[config.mk]
export PLATFORM = sky130hd
export DESIGN_NAME = hyper_phy_sched
export DESIGN_NICKNAME = d
export VERILOG_FILES = /design/src/rtl/hyper_phy_sched.sv
export SDC_FILE = /design/constraint.sdc
export NUM_CORES = 1
export LEC_CHECK = 0
export CAP_MARGIN = 0
export CORE_MARGIN = 2
export CORE_UTILIZATION = 30
export CTS_CLUSTER_SIZE = 25
export DETAILED_ROUTE_END_ITERATION = 6
export GPL_ROUTABILITY_DRIVEN = 0
export SLEW_MARGIN = 10
export SYNTH_ARGS = -nofsm -noshare
export SYNTH_HDL_FRONTEND = slang
export SYNTH_SLANG_ARGS = --single-unit
[constraint.sdc]
create_clock -name clk_i -period 4.3 [get_ports clk_i]
set_input_delay 0.43 -clock clk_i [delete_from_list [all_inputs] [get_ports clk_i]]
set_output_delay 0.43 -clock clk_i [all_outputs]
set_load 0.02 [all_outputs]
[src/rtl/hyper_phy_sched.sv]
// Command scheduler that spreads requests over one or two PHYs with per-PHY credit tracking
// and a drain-then-apply handshake for changing the PHY mode safely.
module hyper_phy_sched #(
  parameter int unsigned AddrWidth      = 32,
  parameter int unsigned LenWidth       = 8,
  parameter int unsigned MaxOutstanding = 4
) (
  input  logic                 clk_i,
  input  logic                 rst_i,
  input  logic                 cfg_valid_i,
  input  logic                 cfg_both_i,
  input  logic                 cfg_which_i,
  input  logic                 req_valid_i,
  output logic                 req_ready_o,
  input  logic [AddrWidth-1:0] req_addr_i,
  input  logic [LenWidth-1:0]  req_len_i,
  input  logic                 req_write_i,
  output logic [1:0]           phy_valid_o,
  input  logic [1:0]           phy_ready_i,
  output logic [AddrWidth-1:0] phy_addr_o,
  output logic [LenWidth-1:0]  phy_len_o,
  output logic                 phy_write_o,
  input  logic [1:0]           phy_done_i,
  output logic                 busy_o,
  output logic                 cfg_both_o,
  output logic                 cfg_which_o,
  output logic                 err_o
);

  localparam int unsigned CntWidth = 4;

  typedef enum logic [1:0] {
    StRun   = 2'd0,
    StDrain = 2'd1,
    StApply = 2'd2
  } state_e;

  state_e                state_q, state_d;
  logic                  pend_both_q, pend_both_d;
  logic                  pend_which_q, pend_which_d;
  logic                  cfg_both_q, cfg_both_d;
  logic                  cfg_which_q, cfg_which_d;
  logic                  rr_q, rr_d;
  logic                  ov_q, ov_d;
  logic [AddrWidth-1:0]  oaddr_q, oaddr_d;
  logic [LenWidth-1:0]   olen_q, olen_d;
  logic                  owr_q, owr_d;
  logic                  otgt_q, otgt_d;
  logic [CntWidth-1:0]   outst_q [2];
  logic [CntWidth-1:0]   outst_d [2];
  logic                  err_q, err_d;

  logic [CntWidth-1:0]   credit [2];
  logic                  tgt;
  logic                  req_hs;
  logic                  phy_hs;

  // Credits count the held command against its target so the counter can never overflow.
  always_comb begin
    credit[0] = CntWidth'(MaxOutstanding) - outst_q[0] - CntWidth'(ov_q && !otgt_q);
    credit[1] = CntWidth'(MaxOutstanding) - outst_q[1] - CntWidth'(ov_q && otgt_q);
    if (!cfg_both_q) begin
      tgt = cfg_which_q;
    end else if ((credit[rr_q] == '0) && (credit[!rr_q] != '0)) begin
      tgt = !rr_q;
    end else begin
      tgt = rr_q;
    end
  end

  assign req_ready_o = (state_q == StRun) && !ov_q && (credit[tgt] != '0);
  assign req_hs      = req_valid_i && req_ready_o;
  assign phy_hs      = ov_q && phy_ready_i[otgt_q];

  always_comb begin
    state_d      = state_q;
    pend_both_d  = pend_both_q;
    pend_which_d = pend_which_q;
    cfg_both_d   = cfg_both_q;
    cfg_which_d  = cfg_which_q;
    rr_d         = rr_q;
    ov_d         = ov_q;
    oaddr_d      = oaddr_q;
    olen_d       = olen_q;
    owr_d        = owr_q;
    otgt_d       = otgt_q;
    outst_d[0]   = outst_q[0];
    outst_d[1]   = outst_q[1];
    err_d        = err_q;

    unique case (state_q)
      StRun: begin
        if (cfg_valid_i) begin
          pend_both_d  = cfg_both_i;
          pend_which_d = cfg_which_i;
          state_d      = StDrain;
        end
      end
      StDrain: begin
        if (cfg_valid_i) begin
          pend_both_d  = cfg_both_i;
          pend_which_d = cfg_which_i;
        end
        if (!ov_q && (outst_q[0] == '0) && (outst_q[1] == '0)) begin
          state_d = StApply;
        end
      end
      StApply: begin
        cfg_both_d  = pend_both_q;
        cfg_which_d = pend_which_q;
        state_d     = StRun;
        if (cfg_valid_i) begin
          pend_both_d  = cfg_both_i;
          pend_which_d = cfg_which_i;
          state_d      = StDrain;
        end
      end
      default: state_d = StRun;
    endcase

    if (phy_hs) begin
      ov_d = 1'b0;
    end
    if (req_hs) begin
      ov_d    = 1'b1;
      oaddr_d = req_addr_i;
      olen_d  = req_len_i;
      owr_d   = req_write_i;
      otgt_d  = tgt;
      if (cfg_both_q) begin
        rr_d = !tgt;
      end
    end

    // A done on an idle PHY is dropped and flagged; issue and done together cancel out.
    for (int p = 0; p < 2; p++) begin
      logic inc;
      logic dec;
      inc = phy_hs && (otgt_q == 1'(p));
      dec = phy_done_i[p];
      if (dec && (outst_q[p] == '0)) begin
        err_d = 1'b1;
        dec   = 1'b0;
      end
      if (inc && !dec) begin
        outst_d[p] = outst_q[p] + CntWidth'(1);
      end else if (dec && !inc) begin
        outst_d[p] = outst_q[p] - CntWidth'(1);
      end
    end
  end

  always_ff @(posedge clk_i) begin
    if (rst_i) begin
      state_q      <= StRun;
      pend_both_q  <= 1'b1;
      pend_which_q <= 1'b0;
      cfg_both_q   <= 1'b1;
      cfg_which_q  <= 1'b0;
      rr_q         <= 1'b0;
      ov_q         <= 1'b0;
      oaddr_q      <= '0;
      olen_q       <= '0;
      owr_q        <= 1'b0;
      otgt_q       <= 1'b0;
      outst_q[0]   <= '0;
      outst_q[1]   <= '0;
      err_q        <= 1'b0;
    end else begin
      state_q      <= state_d;
      pend_both_q  <= pend_both_d;
      pend_which_q <= pend_which_d;
      cfg_both_q   <= cfg_both_d;
      cfg_which_q  <= cfg_which_d;
      rr_q         <= rr_d;
      ov_q         <= ov_d;
      oaddr_q      <= oaddr_d;
      olen_q       <= olen_d;
      owr_q        <= owr_d;
      otgt_q       <= otgt_d;
      outst_q[0]   <= outst_d[0];
      outst_q[1]   <= outst_d[1];
      err_q        <= err_d;
    end
  end

  assign phy_valid_o = {ov_q && otgt_q, ov_q && !otgt_q};
  assign phy_addr_o  = oaddr_q;
  assign phy_len_o   = olen_q;
  assign phy_write_o = owr_q;
  assign busy_o      = ov_q || (outst_q[0] != '0) || (outst_q[1] != '0);
  assign cfg_both_o  = cfg_both_q;
  assign cfg_which_o = cfg_which_q;
  assign err_o       = err_q;

endmodule

Word-level counts from Yosys, hierarchy flattened --
Memory sizes are Yosys's and may differ from the RTL's. Cells that the tools add are included.
Storage, ports and cells: register bits 51, RAM bits 8, input port bits 51, output and inout bits 48, memories kept 1
Memory list:
- outst_q | words 2, bits a word 4, rd ports 2, clocked after memory_dff 0, write ports 2, line 49 | logic [CntWidth-1:0] outst_q [2];
Cells by class: add/subtract/negate cells 8, $lt $le $gt $ge 4, equal/unequal tests 4, muxes and demuxes 32, bitwise gates (word level) 6, reduce and logical (&&, ||, !) cells 41
Operators by type and width (count):
- $mux 4 | 15
- $logic_and 1x1->1 | 17
- $reduce_bool 4->1 | 4
- $mux 1 | 14
- $logic_not 4->1 | 3
- $add 4x1->4 const B | 2
- $logic_not 1->1 | 8
- $sub 3x4->4 const A | 2
- $sub 4x1->4 | 2
- $sub 4x1->4 const B | 2
- $ge 2x2->1 const B | 3
- $not 1->2 | 3
- $pmux 2 s3 | 1
- $reduce_and 2->1 | 3
- $mux 2 | 2
- $ne 2x2->1 const B | 2
- $reduce_bool 2->1 | 2
- $reduce_or 3->1 | 1
- $eq 2x1->1 const B | 1
- $eq 2x2->1 const B | 1
- $logic_not 2->1 | 1
- $logic_or 1x1->1 | 2
- $lt 1x2->1 const B | 1
- $or 1x1->1 | 2
- $not 1->1 | 1

Depth between registers and ports, before layout --
depth after elaboration 18, depth in mapped cells 12, depth with buffers taken out 10

Worst setup path after synthesis --
No wires, ideal clock.
path kind flip-flop to output port, start register ov_q, end output req_ready_o, data arrival time 2.172 ns, data required time 3.870 ns, setup slack 1.698 ns, stages on the path, launching flop included 11, path through dfxtp_1 > nor2b_1 > inv_1 > ha_1 > ha_1 > inv_1 > ha_1 > nor3b_1 > nand2_1 > o21ai_0 > a21oi_1
Between the ends: longest elaborated chain between the ends 15, elaborated cells on any way between the ends 23
RTL lines:
- start, declared | line 44 | logic ov_q, ov_d;
- start signal, assigned | line 176 | ov_q <= ov_d;
- $logic_and 1x1->1 *
- named net phy_valid_o[0] | line 18 | output logic [1:0] phy_valid_o,
- $sub 4x1->4 * | line 60 | credit[0] = CntWidth'(MaxOutstanding) - outst_q[0] - CntWidth'(ov_q && !otgt_q);
- $mux 4 (not written as such) (3 in a row) | line 64 | end else if ((credit[rr_q] == '0) && (credit[!rr_q] != '0)) begin
- $logic_not 4->1 or $reduce_bool 4->1 (tied branches) | line 64
- $logic_and 1x1->1 | line 64
- $mux 1 | line 64
- $mux 1 | line 62 | if (!cfg_both_q) begin
- $not 1->2 (not written as such) | line 71 | assign req_ready_o = (state_q == StRun) && !ov_q && (credit[tgt] != '0);
- $mux 4 (not written as such) * (3 in a row) | line 71
- $reduce_bool 4->1 * | line 71
- $logic_and 1x1->1 * | line 71
- end, declared | line 14 | output logic req_ready_o,
The timed path passes the listed nets; every way through them passes the cells marked *. The select of a mux whose other input is x is not followed.

Final worst setup path --
start register ov_q, end output req_ready_o
Between the ends: longest elaborated chain between the ends 15, elaborated cells on any way between the ends 23
RTL lines (line):
- $logic_and 1x1->1 (on tied branches) | 61, 60
- $sub 4x1->4 (on tied branches) | 61, 60
- $mux 4 (not written as such) (3 in a row) | 64
- $logic_not 4->1 or $reduce_bool 4->1 (tied branches) | 64
- $logic_and 1x1->1 | 64
- $mux 1 | 64
- $mux 1 | 62
- $not 1->2 (not written as such) | 71
- $mux 4 (not written as such) (3 in a row) | 71
- $reduce_bool 4->1 | 71
- $logic_and 1x1->1 * | 71
Mark *: on every way between the ends. The rest lies on a longest branch, timed or not. The select of a mux whose other input is x is not followed.

==> flow_summary.json <==
{
  "root_buffer": "clkbuf_8",
  "cpLargestDelayFamily": "simple AND/OR/NAND/NOR gates",
  "drt_first_pass_iters": 5,
  "synth_cells": 312,
  "fp-row-count": 35,
  "crit_top_cell": "ha_1",
  "grt_usage_pct": 13.7,
  "viasPerCell": 4.47,
  "grt_max_degree": 60,
  "holdPathStages": 2,
  "portBuffers": 98,
  "finalCritPeriodShare_pct": 75.5,
  "dpl.hpwl_microns": 4920,
  "synth_cell_type_count": 37,
  "critical_path_required_ns": 3.87,
  "cp-end-kind": "output port",
  "pre_cts_ws_ns": 1.32,
  "vias": 2337,
  "ios": 99,
  "finalSetupViolCount": 0,
  "p_per_area_mw_per_mm2": 549,
  "drtIter0Drc": 76,
  "synth_warnings": 0,
  "synth_xor_area_share_pct": 1.87,
  "cts_tree": "built",
  "top_layer_used": "met4",
  "whs_endpoint": "phy_len_o[4]$_SDFFE_PP0P_",
  "dieArea_sq_mm": 0.0102,
  "synth-simple-area-share_pct": 20.4,
  "critPathKind": "flip-flop to output port",
  "synth_compound_area_share_pct": 4.49,
  "final_max_slew_viol_count": 0,
  "initial_core_util_pct": 30.8,
  "seq_area_sq_mm": 0.00118,
  "clkLatencyLatePin_ns": 0.33,
  "synth_edf_count": 0,
  "finalSetupTns_ns": 0,
  "setup_ws_ns": 1.05,
  "synthAdderAreaFrac_pct": 6.76,
  "multi_input_area_sq_mm": 0.00145,
  "cts_hold_buf": 0,
  "wl_met2_microns": 3240,
  "ir_worst_vdd_mv": 0.205,
  "cts_resized": 0,
  "crit_buf_inv": 3,
  "async_reset_ff_share_pct": 0,
  "antenna_cells": 0,
  "remaining_drc_errors": 0,
  "worstReg2RegEnd": "phy_addr_o[3]$_SDFFE_PP0P_",
  "antenna_left": 0,
  "rsz0062_at_grt": "no",
  "nFillCells": 874,
  "fp.dieW_microns": 101,
  "p_leak_nw": 1.67,
  "maxCapViolations": 0,
  "wl_met3_microns": 246,
  "r2r_cells": 11,
  "utilization_pct": 44.0,
  "yosysSeqAreaShare_pct": 42.0,
  "tightest_slew_ns": 0.886,
  "critPathSlowestCell": "clkdlybuf4s50_1",
  "r2r_start": "ov_q$_SDFFE_PP0P_",
  "timing.fmax_ghz": 0.308,
  "dieHeight_microns": 101,
  "antenna_found_initial": 0,
  "post_drt_wl_per_cell_microns": 12.7,
  "grt_overflow": 0,
  "slowest_delay_ns": 0.53,
  "final_cell_mix": "clkdlybuf4s50_1, nand2_1, dfxtp_1",
  "clkTransAtPathRegs_ns": 0.06,
  "nets": 472,
  "final_common_cell": "clkdlybuf4s50_1",
  "synth_top_family_by_area": "simple AND/OR/NAND/NOR gates",
  "hold_viol": 0,
  "crit_chain": "nor2b_1 -> inv_1 -> ha_1 -> ha_1 -> inv_1 -> ha_1 -> nor3b_1 -> nand2_1 -> o21ai_0 -> a21oi_1 -> clkdlybuf4s50_1",
  "netlist_area_sq_mm": 0.00282,
  "cts.sinks": 59,
  "syn_nets": 377,
  "ys_seq_elements": 59,
  "min_path_type": "flip-flop to flip-flop",
  "min_period_ns": 3.25,
  "reg2reg_slack_ns": 1.32,
  "clockBufferDepth": 2,
  "hp-start": "phy_len_o[4]$_SDFFE_PP0P_",
  "synth.area.mux_share_pct": 17.9,
  "start_kind": "flip-flop",
  "slew_headroom_pct": 40.8,
  "crit_fanout": 7,
  "grt_pass1_vias": 2324,
  "wl_microns": 6630,
  "synth_top_flop_cell": "dfxtp_1",
  "cp.arrival_ns": 2.82,
  "post_cts_buffers": 0,
  "syn_avg_cell_area_sq_um": 9.02,
  "drive_above_1_share_pct": 5.58,
  "run_status": "completed",
  "wl_met1_microns": 3060,
  "area_growth_pct": 43.2,
  "skew_ns": 0.00895,
  "grt_pass1_wl_microns": 10800,
  "core-area_sq_mm": 0.00915,
  "htree_levels": 3,
  "numCtsBuffers": 9
}
-- cells by family (layout without fill, tap and decap cells) --
family / Yosys count / in the layout
adders and majority gates: 14 / 14
AOI/OAI and AO/OA: 19 / 19
xor gates and xnor gates: 6 / 6
muxes: 50 / 50
DFF: 59 / 59
and+or+nand+nor: 133 / 133
buffers and inverters: 31 / 131
-- cells in the mapped netlist (2+ instances only) --
library cell | number | area share (%)
a21oi_1 | 6 | 1.1
inv_1 | 13 | 1.7
buf_12 | 4 | 2.8
xor2_1 | 2 | 0.62
o21ai_0 | 2 | 0.36
nand3_1 | 2 | 0.36
xnor2_1 | 4 | 1.2
mux2i_1 | 48 | 17
mux2_2 | 2 | 0.80
nor2b_1 | 4 | 0.89
nor2_1 | 18 | 2.4
nand2b_1 | 2 | 0.44
and3_1 | 2 | 0.44
o21a_1 | 2 | 0.53
a31oi_1 | 2 | 0.44
ha_1 | 12 | 5.3
and2_1 | 2 | 0.44
nor3b_1 | 3 | 0.80
clkbuf_1 | 12 | 1.6
or4_1 | 2 | 0.53
a21o_1 | 2 | 0.53
fa_1 | 2 | 1.4
nand2_1 | 92 | 12
dfxtp_1 | 59 | 42
-- routing by layer --
layer | vias up | GRT usage (%)
met5 | - | 0
li1 | 1212 | -
met3 | 9 | 3.95
met4 | 0 | 6.01
met1 | 1064 | 16.9
met2 | 52 | 22.0
-- tightest hold or removal path, stage by stage (launching register included) --
cell and delay (ns):
dfxtp_1 0.31, nand2_1 0.05, mux2i_1 0.05
-- stage by stage --
step	power (W)	instance area [sq um]	instances	hold WS [ns]
detailed placement	0.00169	3820	507	0.449
floorplan	0.00140	2820	312	0.436
global route	0.00237	4030	523	0.476
CTS	0.00225	4030	523	0.463
finish	0.00221	4030	523	0.458
global placement	0.00167	3820	507	0.442
-- worst max-delay path by stage --
stage          slack, ns         startpoint                          end  depth (start not counted)
6_report            1.05  ov_q$_SDFFE_PP0P_                  req_ready_o                         11
5_1_grt             0.82  ov_q$_SDFFE_PP0P_                  req_ready_o                         11
4_1_cts             1.02  ov_q$_SDFFE_PP0P_                  req_ready_o                         11
3_5_place_dp        1.32  ov_q$_SDFFE_PP0P_  phy_addr_o[11]$_SDFFE_PP0P_                         11
3_3_place_gp        1.45  ov_q$_SDFFE_PP0P_   phy_addr_o[3]$_SDFFE_PP0P_                         11
2_1_floorplan       1.70  ov_q$_SDFFE_PP0P_                  req_ready_o                         10
-- state kept, by name, summed over array words and instances (netlist names) --
signal        cells
otgt_q            1
outst_q           8
phy_len_o         8
phy_write_o       1
cfg_which_o       1
ov_q              1
phy_addr_o       32
cfg_both_o        1
state_q           2
pend_both_q       1
pend_which_q      1
err_o             1
rr_q              1
-- power breakdown --
part           switching (W)  internal (W)  total (W)
logic               0.000458      0.000461   0.000920
clock network       0.000215      0.000325   0.000540
registers          0.0000938      0.000661   0.000755
total               0.000768       0.00145    0.00221
-- layout make-up --
| class | count | area share [%] |
|---|---|---|
| Tap cell | 111 | 3.45 |
| Inverter | 14 | 1.30 |
| Timing Repair Buffer | 101 | 24.9 |
| Clock buffer | 11 | 3.26 |
| Clock inverter | 5 | 1.92 |
| Sequential cell | 59 | 29.3 |
| Multi-Input combinational cell | 222 | 35.9 |
Power figures use the tool's default switching activity.
